`src/rtl/button_scan_ctrl.sv`:
```
// Scans a 74HC165-style button shift register, debounces each button, and
// exposes state, sticky press flags, and a level interrupt over Avalon-MM.
module button_scan_ctrl #(
  parameter int unsigned NUM_BUTTONS    = 16,
  parameter int unsigned CLK_DIV        = 25,
  parameter int unsigned SCAN_INTERVAL  = 50000,
  parameter int unsigned DEBOUNCE_SCANS = 4
) (
  input  logic        clk,
  input  logic        reset,
  output logic        shiftreg_loadn,
  output logic        shiftreg_clk,
  input  logic        shiftreg_in,
  input  logic [1:0]  avs_address,
  input  logic        avs_read,
  output logic [31:0] avs_readdata,
  input  logic        avs_write,
  input  logic [31:0] avs_writedata,
  output logic        irq
);

  localparam int unsigned CNT_MAX = (SCAN_INTERVAL > CLK_DIV) ? SCAN_INTERVAL : CLK_DIV;
  localparam int unsigned CNT_W   = $clog2(CNT_MAX + 1);
  localparam int unsigned BIT_W   = (NUM_BUTTONS > 1) ? $clog2(NUM_BUTTONS) : 1;

  localparam logic [CNT_W-1:0] DIV_LAST  = CNT_W'(CLK_DIV - 1);
  localparam logic [CNT_W-1:0] IDLE_LAST = CNT_W'(SCAN_INTERVAL - 1);
  localparam logic [BIT_W-1:0] BIT_LAST  = BIT_W'(NUM_BUTTONS - 1);

  localparam logic [1:0] ADDR_STATE   = 2'd0;
  localparam logic [1:0] ADDR_PRESSED = 2'd1;
  localparam logic [1:0] ADDR_IRQ_EN  = 2'd2;
  localparam logic [1:0] ADDR_COUNT   = 2'd3;

  typedef enum logic [2:0] {S_IDLE, S_LOAD, S_LOW, S_HIGH, S_UPDATE} state_t;

  state_t                                     r_state;
  logic [CNT_W-1:0]                           r_cnt;
  logic [BIT_W-1:0]                           r_bitcnt;
  logic                                       r_loadn;
  logic                                       r_sclk;
  logic [NUM_BUTTONS-1:0]                     r_raw;
  logic [DEBOUNCE_SCANS-1:0][NUM_BUTTONS-1:0] r_hist;
  logic [NUM_BUTTONS-1:0]                     r_stable;
  logic [NUM_BUTTONS-1:0]                     r_pressed;
  logic [NUM_BUTTONS-1:0]                     r_irq_en;
  logic [31:0]                                r_scan_count;
  logic [31:0]                                r_readdata;
  logic                                       r_irq;

  logic [DEBOUNCE_SCANS-1:0][NUM_BUTTONS-1:0] w_hist_next;
  logic [NUM_BUTTONS-1:0]                     w_all1;
  logic [NUM_BUTTONS-1:0]                     w_all0;
  logic [NUM_BUTTONS-1:0]                     w_stable_next;
  logic [NUM_BUTTONS-1:0]                     w_set;
  logic [NUM_BUTTONS-1:0]                     w_clr;
  logic [BIT_W-1:0]                           w_raw_idx;
  logic [31:0]                                w_rdata;
  logic                                       w_div_last;

  assign shiftreg_loadn = r_loadn;
  assign shiftreg_clk   = r_sclk;
  assign avs_readdata   = r_readdata;
  assign irq            = r_irq;

  assign w_div_last = (r_cnt == DIV_LAST);
  // First bit shifted out belongs to the highest-numbered button.
  assign w_raw_idx  = BIT_LAST - r_bitcnt;

  // Debounce: a bit changes only when every sample in the window agrees.
  always_comb begin
    w_hist_next    = r_hist;
    w_hist_next[0] = r_raw;
    for (int unsigned k = 1; k < DEBOUNCE_SCANS; k++) begin
      w_hist_next[k] = r_hist[k-1];
    end
    w_all1 = '1;
    w_all0 = '1;
    for (int unsigned k = 0; k < DEBOUNCE_SCANS; k++) begin
      w_all1 = w_all1 & w_hist_next[k];
      w_all0 = w_all0 & ~w_hist_next[k];
    end
    w_stable_next = (r_stable | w_all1) & ~w_all0;
    w_set = (r_state == S_UPDATE) ? (w_stable_next & ~r_stable) : '0;
    w_clr = (avs_write && avs_address == ADDR_PRESSED) ? avs_writedata[NUM_BUTTONS-1:0] : '0;
  end

  always_comb begin
    w_rdata = '0;
    case (avs_address)
      ADDR_STATE:   w_rdata = 32'(r_stable);
      ADDR_PRESSED: w_rdata = 32'(r_pressed);
      ADDR_IRQ_EN:  w_rdata = 32'(r_irq_en);
      ADDR_COUNT:   w_rdata = r_scan_count;
      default:      w_rdata = '0;
    endcase
  end

  // Scan sequencer; output levels are set on state entry so they stay glitch-free.
  always_ff @(posedge clk or posedge reset) begin
    if (reset) begin
      r_state      <= S_IDLE;
      r_cnt        <= '0;
      r_bitcnt     <= '0;
      r_loadn      <= 1'b1;
      r_sclk       <= 1'b0;
      r_raw        <= '0;
      r_hist       <= '0;
      r_stable     <= '0;
      r_scan_count <= '0;
    end else begin
      case (r_state)
        S_IDLE: begin
          if (r_cnt == IDLE_LAST) begin
            r_cnt   <= '0;
            r_state <= S_LOAD;
            r_loadn <= 1'b0;
          end else begin
            r_cnt <= r_cnt + CNT_W'(1);
          end
        end
        S_LOAD: begin
          if (w_div_last) begin
            r_cnt   <= '0;
            r_state <= S_LOW;
            r_loadn <= 1'b1;
          end else begin
            r_cnt <= r_cnt + CNT_W'(1);
          end
        end
        S_LOW: begin
          if (w_div_last) begin
            r_cnt            <= '0;
            r_raw[w_raw_idx] <= ~shiftreg_in;
            if (r_bitcnt == BIT_LAST) begin
              r_state <= S_UPDATE;
            end else begin
              r_state <= S_HIGH;
              r_sclk  <= 1'b1;
            end
          end else begin
            r_cnt <= r_cnt + CNT_W'(1);
          end
        end
        S_HIGH: begin
          if (w_div_last) begin
            r_cnt    <= '0;
            r_state  <= S_LOW;
            r_sclk   <= 1'b0;
            r_bitcnt <= r_bitcnt + BIT_W'(1);
          end else begin
            r_cnt <= r_cnt + CNT_W'(1);
          end
        end
        S_UPDATE: begin
          r_state      <= S_IDLE;
          r_bitcnt     <= '0;
          r_hist       <= w_hist_next;
          r_stable     <= w_stable_next;
          r_scan_count <= r_scan_count + 32'd1;
        end
        default: r_state <= S_IDLE;
      endcase
    end
  end

  // Bus registers; a press edge in the same cycle as a clear wins.
  always_ff @(posedge clk or posedge reset) begin
    if (reset) begin
      r_pressed  <= '0;
      r_irq_en   <= '0;
      r_readdata <= '0;
      r_irq      <= 1'b0;
    end else begin
      r_pressed <= (r_pressed & ~w_clr) | w_set;
      if (avs_write && avs_address == ADDR_IRQ_EN) begin
        r_irq_en <= avs_writedata[NUM_BUTTONS-1:0];
      end
      if (avs_read) begin
        r_readdata <= w_rdata;
      end
      r_irq <= |(r_pressed & r_irq_en);
    end
  end

endmodule

```
`config.mk`:
```
export PLATFORM = sky130hd
export DESIGN_NAME = button_scan_ctrl
export DESIGN_NICKNAME = d
export VERILOG_FILES = /design/src/rtl/button_scan_ctrl.sv
export SDC_FILE = /design/constraint.sdc
export NUM_CORES = 1
export LEC_CHECK = 0
export ABC_AREA = 1
export BUFFER_PORTS_ARGS = -buffer_cell sky130_fd_sc_hd__buf_4
export CAP_MARGIN = 15
export CORE_MARGIN = 5
export CORE_UTILIZATION = 60
export CTS_CLUSTER_SIZE = 14
export DETAILED_ROUTE_END_ITERATION = 16
export GPL_TIMING_DRIVEN = 0
export PLACE_DENSITY = 0.78
export SLEW_MARGIN = 10
export SYNTH_ARGS = -nofsm -noshare
export SYNTH_HDL_FRONTEND = slang
export SYNTH_SLANG_ARGS = --single-unit
```
`constraint.sdc`:
```
create_clock -name clk -period 11.7 [get_ports clk]
set_input_delay 0.585 -clock clk [delete_from_list [all_inputs] [get_ports clk]]
set_output_delay 0.585 -clock clk [all_outputs]
set_load 0.1 [all_outputs]
```
==> metrics.txt, run 1 <==
outcome finished clean; CTS sink cnt 202; CP endpoint shiftreg_loadn; max cap viols 0; Antenna Cells 0; slowest cell on the critical path dfstp_2; pin count of the biggest net entering global routing 106; RSZ-0062 raised after global routing no; CTS root buf clkbuf_16; Worst Path Max Fanout 2; DP Area 10590 um^2; endpoints failing hold 0; final period utilization 0.1618; FF-to-FF path depth 11; CTS Buf Count 22; post-CTS resize count 0; Critical Path Stages 1; Pwr per Cell Area 142.1 nW/um^2; Port Buffers 56; first-pass GRT wire length 40670 um; CP Capture Type output pin; Min-Delay Path Class primary input to asynchronous set/reset pin; Yosys top cell by area dfrtp_1; CP required 11.12 ns; via/cell ratio 5.593; Worst EP arrival 1.31 ns; # nets final 1352; Lkg Pwr 5.412 nW; synthesized area per cell 8.049 um^2; Routed Antenna Nets 0; routability cong. 0.9480; maximum vdd ir drop 0.0001225 V; Layout fillers 1272; synth warn 0; num rows 46; finished layout cell area 11370 um^2; initial antenna violation count 0; IO Pins 74; reg2reg setup slack 10.01 ns; Setup CP Type flop to output pin; Critical Path Source Type flop; gr usage total 0.2530; Die Width 138.2 um; worst r2r dst r_cnt[2]; Final HPWL DP 17430 um; Synth top area share 0.5102; Slew HR 0.5534; Remaining Overflow, GRT 0; Synth Flop Type dfrtp_1; Period minus WS final 1.893 ns; Worst-path clk slew 0.06 ns; Vias 8586; Slew @ Worst Pin 0.6699 ns; die height 138.2 um; CTS tree yes; Syn Nets 1271; share of layout cells above drive strength 1 0.1137; number of flops mapped to enable cells by yosys 0; Setup-failing EPs final 0; first drt pass iteration count 5; Initial Util 0.6162; H-tree depth 1; flops & latches, synth 202; Skew-Pair Late Insertion Delay 0.50 ns; Core Area 16000 um^2; Post-synth ARST share 1.000; die footprint 19100 um^2; fin util 0.7107; Pins Over Slew Limit 0; synth top area cells dfrtp_1 51%, nand2_1 13%, inv_1 5.3%; Crit path largest cell delay 0.53 ns; final WL 24620 um; clk_skew 0.01430 ns; Setup Buffers After CTS 0; setup tns final 0 ns; initial DRC count 737; synthesized cell area 9859 um^2; crit path launch shiftreg_loadn; Wirelength per Cell 16.04 um; Design Power 1.615 mW; crit path cell chain buf_4; reg2reg start r_cnt[0]; fmax 0.5282 GHz; post-synthesis cell count 1225; hold_buf cts 0; Clock Tree Buf Depth 3; DRC 0; vias in the first global route 8254; sequential fraction of the synthesis area 0.5128; post-synth cell types 34; Layout area overhead 15.33%; Crit path max-delay family flip-flops; Critical path buffers and inverters 1
logic make-up after synthesis:
kind of cell / share of synthesized area
buf+inv: 0.08033
compound gates: 0.1099
fa+ha+maj: 0.008883
xor+xnor: 0.02576
simple gates: 0.2623
flops: 0.5128
how the worst min path moves through the flow:
stage / start / endpoint / slack [ns] / cells past startpoint
2_1_floorplan: r_stable[4] / r_pressed[4] / 0.43 / 1
3_3_place_gp: r_stable[6] / r_pressed[6] / 0.43 / 1
3_5_place_dp: r_stable[4] / r_pressed[4] / 0.44 / 1
4_1_cts: reset / r_irq_en[10] / 0.24 / 2
5_1_grt: reset / avs_readdata[9] / 0.28 / 2
6_report: reset / avs_readdata[11] / 0.21 / 2
through the flow:
step | cells | hold WS, ns | setup slack [ns]
finish | 1535 | 0.2095 | 9.807
detailed placement | 1498 | 0.4384 | 9.809
floorplan | 1225 | 0.4252 | 5.606
CTS | 1535 | 0.2399 | 9.790
global placement | 1497 | 0.4292 | 3.471
global route | 1535 | 0.2752 | 9.775
report_power, final:
part | internal (mW) | switching (mW) | leakage (nW)
clock | 0.475 | 0.274 | 0.387
sequential | 0.718 | 0.0137 | 2.68
combinational | 0.0300 | 0.104 | 2.35
registers in the layout, indices dropped and copies added, names as in the netlist:
signal,count
r_bitcnt,4
avs_readdata,32
shiftreg_clk,1
r_stable,16
r_cnt,16
r_irq_en,16
r_hist,48
r_raw,16
r_pressed,16
r_state,3
r_scan_count,32
irq,1
shiftreg_loadn,1
cell usage in the layout, fill, tap and decap left out:
cell type / Yosys / final
nor2_4: 5 / 5
buf_6: 6 / 6
clkbuf_16: 0 / 23
a22o_1: 2 / 2
inv_2: 7 / 7
o21ai_1: 52 / 52
buf_16: 0 / 1
nor3b_1: 2 / 2
o21ai_0: 74 / 74
buf_2: 14 / 14
o31ai_1: 17 / 17
a31oi_1: 1 / 1
clkbuf_8: 0 / 5
ha_1: 7 / 7
o211ai_1: 4 / 4
dfrtp_1: 201 / 201
buf_4: 3 / 59
inv_1: 139 / 138
clkbuf_1: 18 / 21
clkinv_2: 0 / 2
o22ai_1: 3 / 3
nand4_1: 35 / 35
nand2_1: 343 / 343
clkinv_4: 1 / 1
bufinv_16: 0 / 4
nor3_1: 21 / 21
xnor2_1: 10 / 10
nor3_2: 2 / 2
xor2_1: 19 / 19
nor2_2: 10 / 10
a221oi_1: 2 / 2
nor2_1: 103 / 103
nand2_2: 3 / 3
dfstp_2: 1 / 1
clkbuf_4: 1 / 1
inv_8: 0 / 1
a41oi_1: 8 / 8
a21oi_1: 33 / 33
nand3_2: 5 / 5
nand3_1: 73 / 73
area by class of cell:
cell class	instances	area [um^2]	area share
Tap cell	216	270.3	0.02377
Inverter	147	564.3	0.04963
Clock buffer	31	655.6	0.05766
Sequential cell	202	5056	0.4447
Multi-Input combinational cell	834	4011	0.3528
Timing Repair Buffer	57	447.9	0.03939
Clock inverter	6	130.1	0.01144
Buffer	42	235.2	0.02069
Yosys cell counts (14+ instances only):
cell type and number:
nand2_1 343, dfrtp_1 201, inv_1 139, nor2_1 103
o21ai_0 74, nand3_1 73, o21ai_1 52, nand4_1 35
a21oi_1 33, nor3_1 21, xor2_1 19, clkbuf_1 18
o31ai_1 17, buf_2 14
metal layers:
metal / global-route usage / up-vias / wire length (um)
met4: 0.07280 / 0 / 653
met1: 0.3501 / 4093 / 10950
li1: - / 4128 / -
met5: 0 / - / 0
met3: 0.03586 / 54 / 1357
met2: 0.4209 / 311 / 11670
No activity file was read; power rests on OpenSTA's default activity.
==> run 2: changes to the inputs <==
==> constraint.sdc (replaced) <==
create_clock -name clk -period 2 [get_ports clk]
set_input_delay 0.1 -clock clk [delete_from_list [all_inputs] [get_ports clk]]
set_output_delay 0.1 -clock clk [all_outputs]
set_load 0.1 [all_outputs]
==> run 2 against run 1 <==
  * Sequential power grew to 5.9 times the previous value
  * Die area unchanged
  * Sequential share of layout area fell by 0.80 points
  * Combinational power increased to 6.3 times the previous value
  * Register-to-register slack lost 9.7 ns
  * Power increased to 5.6 times the previous value
  * Utilization increased by 1.3 points
==> metrics.txt, run 2 (same netlist as run 1, synthesis figures left out) <==
Period minus WS final 1.710 ns; post-CTS resize count 0 (unchanged); Seq pwr share 0.474 (was 0.453); Initial Util 0.6162 (unchanged); Lkg Pwr 5.489 nW (was 5.412 nW); endpoints failing hold 0 (unchanged); CTS Buf Count 22 (unchanged); reg2reg start r_state[0] (was r_cnt[0]); Crit path max-delay family buffers and inverters (was flip-flops); Worst EP arrival 2.06 ns (was 1.31 ns); first-pass GRT wire length 41180 um (was 40670 um); Layout fillers 1254 (was 1272); internal power 6.720 mW (was 1.224 mW); via/cell ratio 5.542 (was 5.593); Die Width 138.2 um (unchanged); clock share of power 0.432 (was 0.464); H-tree depth 1 (unchanged); routability cong. 0.9414 (was 0.9480); Core Area 16000 um^2 (unchanged); FF-to-FF path depth 6 (was 11); first drt pass iteration count 6 (was 5); Skew-Pair Late Insertion Delay 0.50 ns (about the same); setup tns final 0 ns (unchanged); Setup Buffers After CTS 0 (unchanged); switching share of total power 0.2564 (was 0.2424); Worst-path clk slew 0.06 ns (about the same); initial DRC count 745 (was 737); crit path cell chain nor2_2 > nand2_2 > buf_6 > inv_2 > clkbuf_1 > o21ai_0 (was buf_4); Design Power 9.036 mW (was 1.615 mW); CTS sink cnt 202 (unchanged); max reg flops 48 (unchanged); DRC 0 (unchanged); RSZ-0062 raised after global routing no (unchanged); outcome finished clean (unchanged); Final HPWL DP 17540 um (was 17430 um); Pwr per Cell Area 780.3 nW/um^2 (was 142.1 nW/um^2); # nets final 1377 (was 1352); Wirelength per Cell 15.77 um (was 16.04 um); pin count of the biggest net entering global routing 40 (was 106); die height 138.2 um (unchanged); die footprint 19100 um^2 (unchanged); multi-input logic area 4011 um^2 (unchanged); Port Buffers 56 (unchanged); Setup CP Type flop to flop (was flop to output pin); Critical path buffers and inverters 3 (was 1); Routed Antenna Nets 0 (unchanged); gr usage total 0.2565 (was 0.2530); Clock Tree Buf Depth 3 (unchanged); fmax 0.5849 GHz; Critical Path Source Type flop (unchanged); Largest Register r_hist (unchanged); vias in the first global route 8382 (was 8254); initial antenna violation count 0 (unchanged); Critical Path Stages 6 (was 1); CP required 2.35 ns (was 11.12 ns); worst r2r dst r_hist[1] (was r_cnt[2]); CP Capture Type flop (was output pin); most common cell after layout, fill and taps aside nand2_1 (unchanged); Slew HR 0.5859 (was 0.5534); Min-Delay Path Class primary input to flop (was primary input to asynchronous set/reset pin); Vias 8657 (was 8586); IO Pins 74 (unchanged); clk_skew 0.01225 ns (was 0.01430 ns); share of layout cells above drive strength 1 0.1152 (was 0.1137); num rows 46 (unchanged); final WL 24630 um (was 24620 um); Logic pwr share 0.093 (was 0.083); crit path launch r_state[0] (was shiftreg_loadn); slowest cell on the critical path dfrtp_1 (was dfstp_2); Crit path largest cell delay 0.41 ns (was 0.53 ns); max cap viols 0 (unchanged); CP endpoint r_hist[1] (was shiftreg_loadn); area occupied by registers 5056 um^2 (unchanged); maximum vdd ir drop 0.0007499 V (was 0.0001225 V); CTS root buf clkbuf_16 (unchanged); switching pwr 2.317 mW (was 0.3915 mW); final period utilization 0.8548; most frequent cells in the layout 343 x nand2_1, 201 x dfrtp_1, 138 x inv_1, 103 x nor2_1, 74 x o21ai_0 (unchanged); Worst Path Max Fanout 10 (was 2); Remaining Overflow, GRT 0 (unchanged); Setup-failing EPs final 0 (unchanged); reg2reg setup slack 0.29 ns (was 10.01 ns); Hold Path Depth 4; Layout area overhead 17.45% (was 15.33%); Pins Over Slew Limit 0 (unchanged); CTS tree yes (unchanged); Antenna Cells 0 (unchanged); Slew @ Worst Pin 0.6212 ns (was 0.6699 ns)
-- run 2: area by class of cell --
| cell class | count | area share |
|---|---|---|
| flip-flops and latches | 202 | 0.4366 |
| multi-input cells | 834 | 0.3464 |
| repair buffers | 82 | 0.06397 |
| inverters | 147 | 0.04841 |
| well taps | 216 | 0.02334 |
| clock inverters | 6 | 0.003674 |
| clock buffers | 33 | 0.05727 |
| plain buffers | 42 | 0.02031 |
-- run 2: how the worst min path moves through the flow --
stage	from	endpoint
after floorplan	avs_writedata[0]	r_irq_en[0]
after detailed placement	reset	avs_readdata[9]
after CTS	avs_write	r_irq_en[15]
after global routing	avs_write	r_irq_en[15]
after global placement	avs_writedata[7]	r_irq_en[7]
final	avs_write	r_irq_en[15]
-- run 2: metal layers --
layer / global-route usage / wire length [um] / part of all wire
met4: 0.08684 / 782 / 0.032
met5: 0 / 0 / 0
met3: 0.03276 / 1568 / 0.064
met1: 0.3540 / 10500 / 0.43
met2: 0.4239 / 11770 / 0.48
-- run 2: through the flow --
step / cell area, um^2 / util / hold slack, ns / std cells / worst slack, ns
2_1_floorplan: 9863 / - / 0.2484 / 1225 / -0.7155
3_3_place_gp: 10550 / 0.6596 / 0.3650 / 1497 / -1.901
3_5_place_dp: 10670 / 0.6671 / 0.04847 / 1503 / 0.3069
4_1_cts: 11580 / 0.7237 / 0.01568 / 1562 / 0.2831
5_1_grt: 11580 / 0.7237 / 0.06215 / 1562 / 0.1446
6_report: 11580 / 0.7237 / 0.01480 / 1562 / 0.2904
-- run 2: what timing repair did --
item,4_1_cts,5_1_grt
hold buffers,20,0
endpoints found under the hold margin,107,0
endpoints found under the setup margin,0,0
-- run 2: worst reg2reg max path: cells and delay by family (launching register included) --
kind,cells,cell delay [ns]
AOI/OAI and AO/OA,1,0.17
DFF,1,0.41
buffers and inverters,3,0.68
and+or+nand+nor,2,0.31
-- run 2: power groups by stage --
stage	Sequential, mW	Clock [mW]	Combinational, mW
floorplan	4.67	0	0.243
global placement	4.35	0	0.768
detailed placement	4.35	0	0.807
CTS	4.28	3.96	0.846
global route	4.29	4.14	0.908
finish	4.29	3.91	0.844
==> run 3: changes to the inputs <==
--- a/config.mk
+++ b/config.mk
@@ -8,12 +8,14 @@
 export ABC_AREA = 1
 export BUFFER_PORTS_ARGS = -buffer_cell sky130_fd_sc_hd__buf_4
 export CAP_MARGIN = 15
+export CORE_ASPECT_RATIO = 0.75
 export CORE_MARGIN = 5
 export CORE_UTILIZATION = 60
 export CTS_CLUSTER_SIZE = 14
 export DETAILED_ROUTE_END_ITERATION = 16
 export GPL_TIMING_DRIVEN = 0
 export PLACE_DENSITY = 0.78
+export SETUP_SLACK_MARGIN = 0.4
 export SLEW_MARGIN = 10
 export SYNTH_ARGS = -nofsm -noshare
 export SYNTH_HDL_FRONTEND = slang
==> run 3 against run 2 <==
  * Count of clock-buffer cells in the layout shrank 2
  * Power shrank 1.9%
  * Combinational power grew 1%
  * Setup slack gained 0.14 ns
  * First-iteration DRC count grew 43%
  * Clock skew grew 0.0051 ns
  * Global-route usage grew 3.3 points
  * Worst hold slack is essentially flat
  * Sequential power is essentially flat
  * Cell area grew 3.0%
  * Critical path depth grew 4
  * Register-to-register slack gained 0.14 ns
  * Critical path type unchanged
  * Largest cell class unchanged
  * Largest power group unchanged
  * Highest routed layer unchanged
==> metrics.txt, run 3 (same netlist as run 1, synthesis figures left out) <==
outcome finished clean (unchanged); endpoints failing hold 0 (unchanged); Worst-path clk slew 0.06 ns (about the same); Pwr per Cell Area 743.0 nW/um^2 (was 780.3 nW/um^2); Antenna Cells 0 (unchanged); crit path launch r_cnt[9] (was r_state[0]); initial DRC count 1064 (was 745); most frequent cells in the layout 336 x nand2_1, 194 x dfrtp_1, 134 x inv_1, 91 x nor2_1, 81 x buf_4 (was 343 x nand2_1, 201 x dfrtp_1, 138 x inv_1, 103 x nor2_1, 74 x o21ai_0); gr usage total 0.2897 (was 0.2565); fmax 0.6353 GHz (was 0.5849 GHz); via/cell ratio 5.734 (was 5.542); reg2reg start r_cnt[9] (was r_state[0]); DRC 0 (unchanged); Vias 9037 (was 8657); most common cell after layout, fill and taps aside nand2_1 (unchanged); Setup CP Type flop to flop (unchanged); Port Buffers 56 (unchanged); H-tree depth 1 (unchanged); FF-to-FF path depth 10 (was 6); CTS Buf Count 20 (was 22); Slew @ Worst Pin 0.6320 ns (was 0.6212 ns); # nets final 1398 (was 1377); Critical Path Source Type flop (unchanged); RSZ-0062 raised after global routing yes (was no); DR top layer met4 (unchanged); Period minus WS final 1.574 ns (was 1.710 ns); Core Area 16070 um^2 (was 16000 um^2); share of layout cells above drive strength 1 0.1581 (was 0.1152); switching pwr 2.307 mW (was 2.317 mW); CTS sink cnt 202 (unchanged); Slew HR 0.5787 (was 0.5859); switching share of total power 0.2602 (was 0.2564); Logic pwr share 0.096 (was 0.093); CTS tree yes (unchanged); Final HPWL DP 19790 um (was 17540 um); Hold Path Depth 4 (unchanged); IO Pins 74 (unchanged); met1 WL 12410 um (was 10500 um); Wirelength per Cell 17.62 um (was 15.77 um); Layout area overhead 21.00% (was 17.45%); first-pass GRT wire length 44280 um (was 41180 um); Seq pwr share 0.484 (was 0.474); Clock Tree Buf Depth 3 (unchanged); Routed met2 length 11760 um (was 11770 um); Lkg Pwr 5.630 nW (was 5.489 nW); Setup-failing EPs final 0 (unchanged); max cap viols 0 (unchanged); Skew-Pair Late Insertion Delay 0.50 ns (about the same); Worst EP arrival 1.97 ns (was 2.06 ns); Die Width 158.0 um (was 138.2 um); final WL 27770 um (was 24630 um); Routed Antenna Nets 0 (unchanged); reg2reg setup slack 0.43 ns (was 0.29 ns); Worst Path Max Fanout 7 (was 10); finished layout cell area 11930 um^2 (was 11580 um^2); first drt pass iteration count 7 (was 6); Pins Over Slew Limit 0 (unchanged); Min-Delay Path Class primary input to flop (unchanged); die height 121.0 um (was 138.2 um); routability cong. 0.9149 (was 0.9414); Layout fillers 1203 (was 1254); clk_skew 0.01736 ns (was 0.01225 ns); met3 WL 3077 um (was 1568 um); CP Capture Type flop (unchanged); max reg flops 48 (unchanged); hold wc startpoint avs_write (unchanged); final period utilization 0.7870 (was 0.8548); Initial Util 0.6137 (was 0.6162); final hold slack 0.01511 ns (was 0.01480 ns); die footprint 19120 um^2 (was 19100 um^2); DP Area 10670 um^2 (unchanged); vias in the first global route 8562 (was 8382); pin count of the biggest net entering global routing 38 (was 40); num rows 40 (was 46); maximum vdd ir drop 0.0005673 V (was 0.0007499 V); Remaining Overflow, GRT 0 (unchanged); clock share of power 0.420 (was 0.432); internal power 6.557 mW (was 6.720 mW); Largest Register r_hist (unchanged); CTS root buf clkbuf_16 (unchanged); CP required 2.40 ns (was 2.35 ns); worst r2r dst r_cnt[8] (was r_hist[1]); initial antenna violation count 0 (unchanged); WHS Endpoint r_irq_en[15] (unchanged)
[run 3: area by class of cell]
| cell class | instances | area (um^2) | share of cell area |
|---|---|---|---|
| plain buffers | 42 | 276.5 | 0.02318 |
| inverters | 147 | 565.5 | 0.04740 |
| flip-flops and latches | 202 | 5065 | 0.4245 |
| multi-input cells | 834 | 4163 | 0.3489 |
| clock inverters | 5 | 50.05 | 0.004195 |
| clock buffers | 31 | 583.1 | 0.04887 |
| repair buffers | 105 | 964.7 | 0.08086 |
| well taps | 210 | 262.8 | 0.02202 |
[run 3: worst max-delay path by stage]
stage | to | slack (ns) | cells past startpoint
after floorplan | avs_readdata[0] | -0.72 | 1
after global placement | avs_readdata[28] | -1.90 | 2
after detailed placement | r_hist[3] | 0.25 | 6
after CTS | r_hist[9] | 0.34 | 8
after global routing | r_cnt[8] | 0.33 | 10
final | r_cnt[8] | 0.43 | 10
[run 3: what timing repair did]
item | CTS | global route
cloned | 0 | 2
pin swaps | 3 | 12
hold buffers | 19 | 0
resized for setup | 10 | 71
setup buffers | 5 | 17
endpoints found under the setup margin | 64 | 112
endpoints found under the hold margin | 70 | 0
[run 3: power groups by stage]
stage	clock network (mW)	registers, mW	logic [mW]
after CTS	3.74	4.28	0.854
after floorplan	0	4.67	0.243
after detailed placement	0	4.36	0.823
after global placement	0	4.36	0.781
final	3.73	4.29	0.853
after global routing	3.92	4.30	0.919
[run 3: critical path, cell delays in order (launching register included)]
cell	delay [ns]
dfrtp_1	0.42
buf_4	0.14
nand2_1	0.07
inv_1	0.14
nand2_1	0.07
nor2_1	0.09
nand2_1	0.12
nand2_1	0.16
nand3_4	0.15
nand2_1	0.09
inv_1	0.04
[run 3: layer usage]
layer / GRT usage / vias up
met5: 0 / -
met4: 0.06446 / 0
met3: 0.06203 / 47
met2: 0.4038 / 423
met1: 0.4637 / 4341
li1: - / 4226
[run 3: metrics by stage]
step	instances	power, mW	util	TNS [ns]	setup WS, ns
finish	1576	8.864	0.7426	0	0.4259
global route	1576	9.139	0.7426	0	0.3320
CTS	1557	8.882	0.7201	0	0.3418
detailed placement	1497	5.179	0.6644	0	0.2540
global placement	1491	5.136	0.6565	-378.71	-1.902
floorplan	1225	4.909	-	-143.86	-0.7155
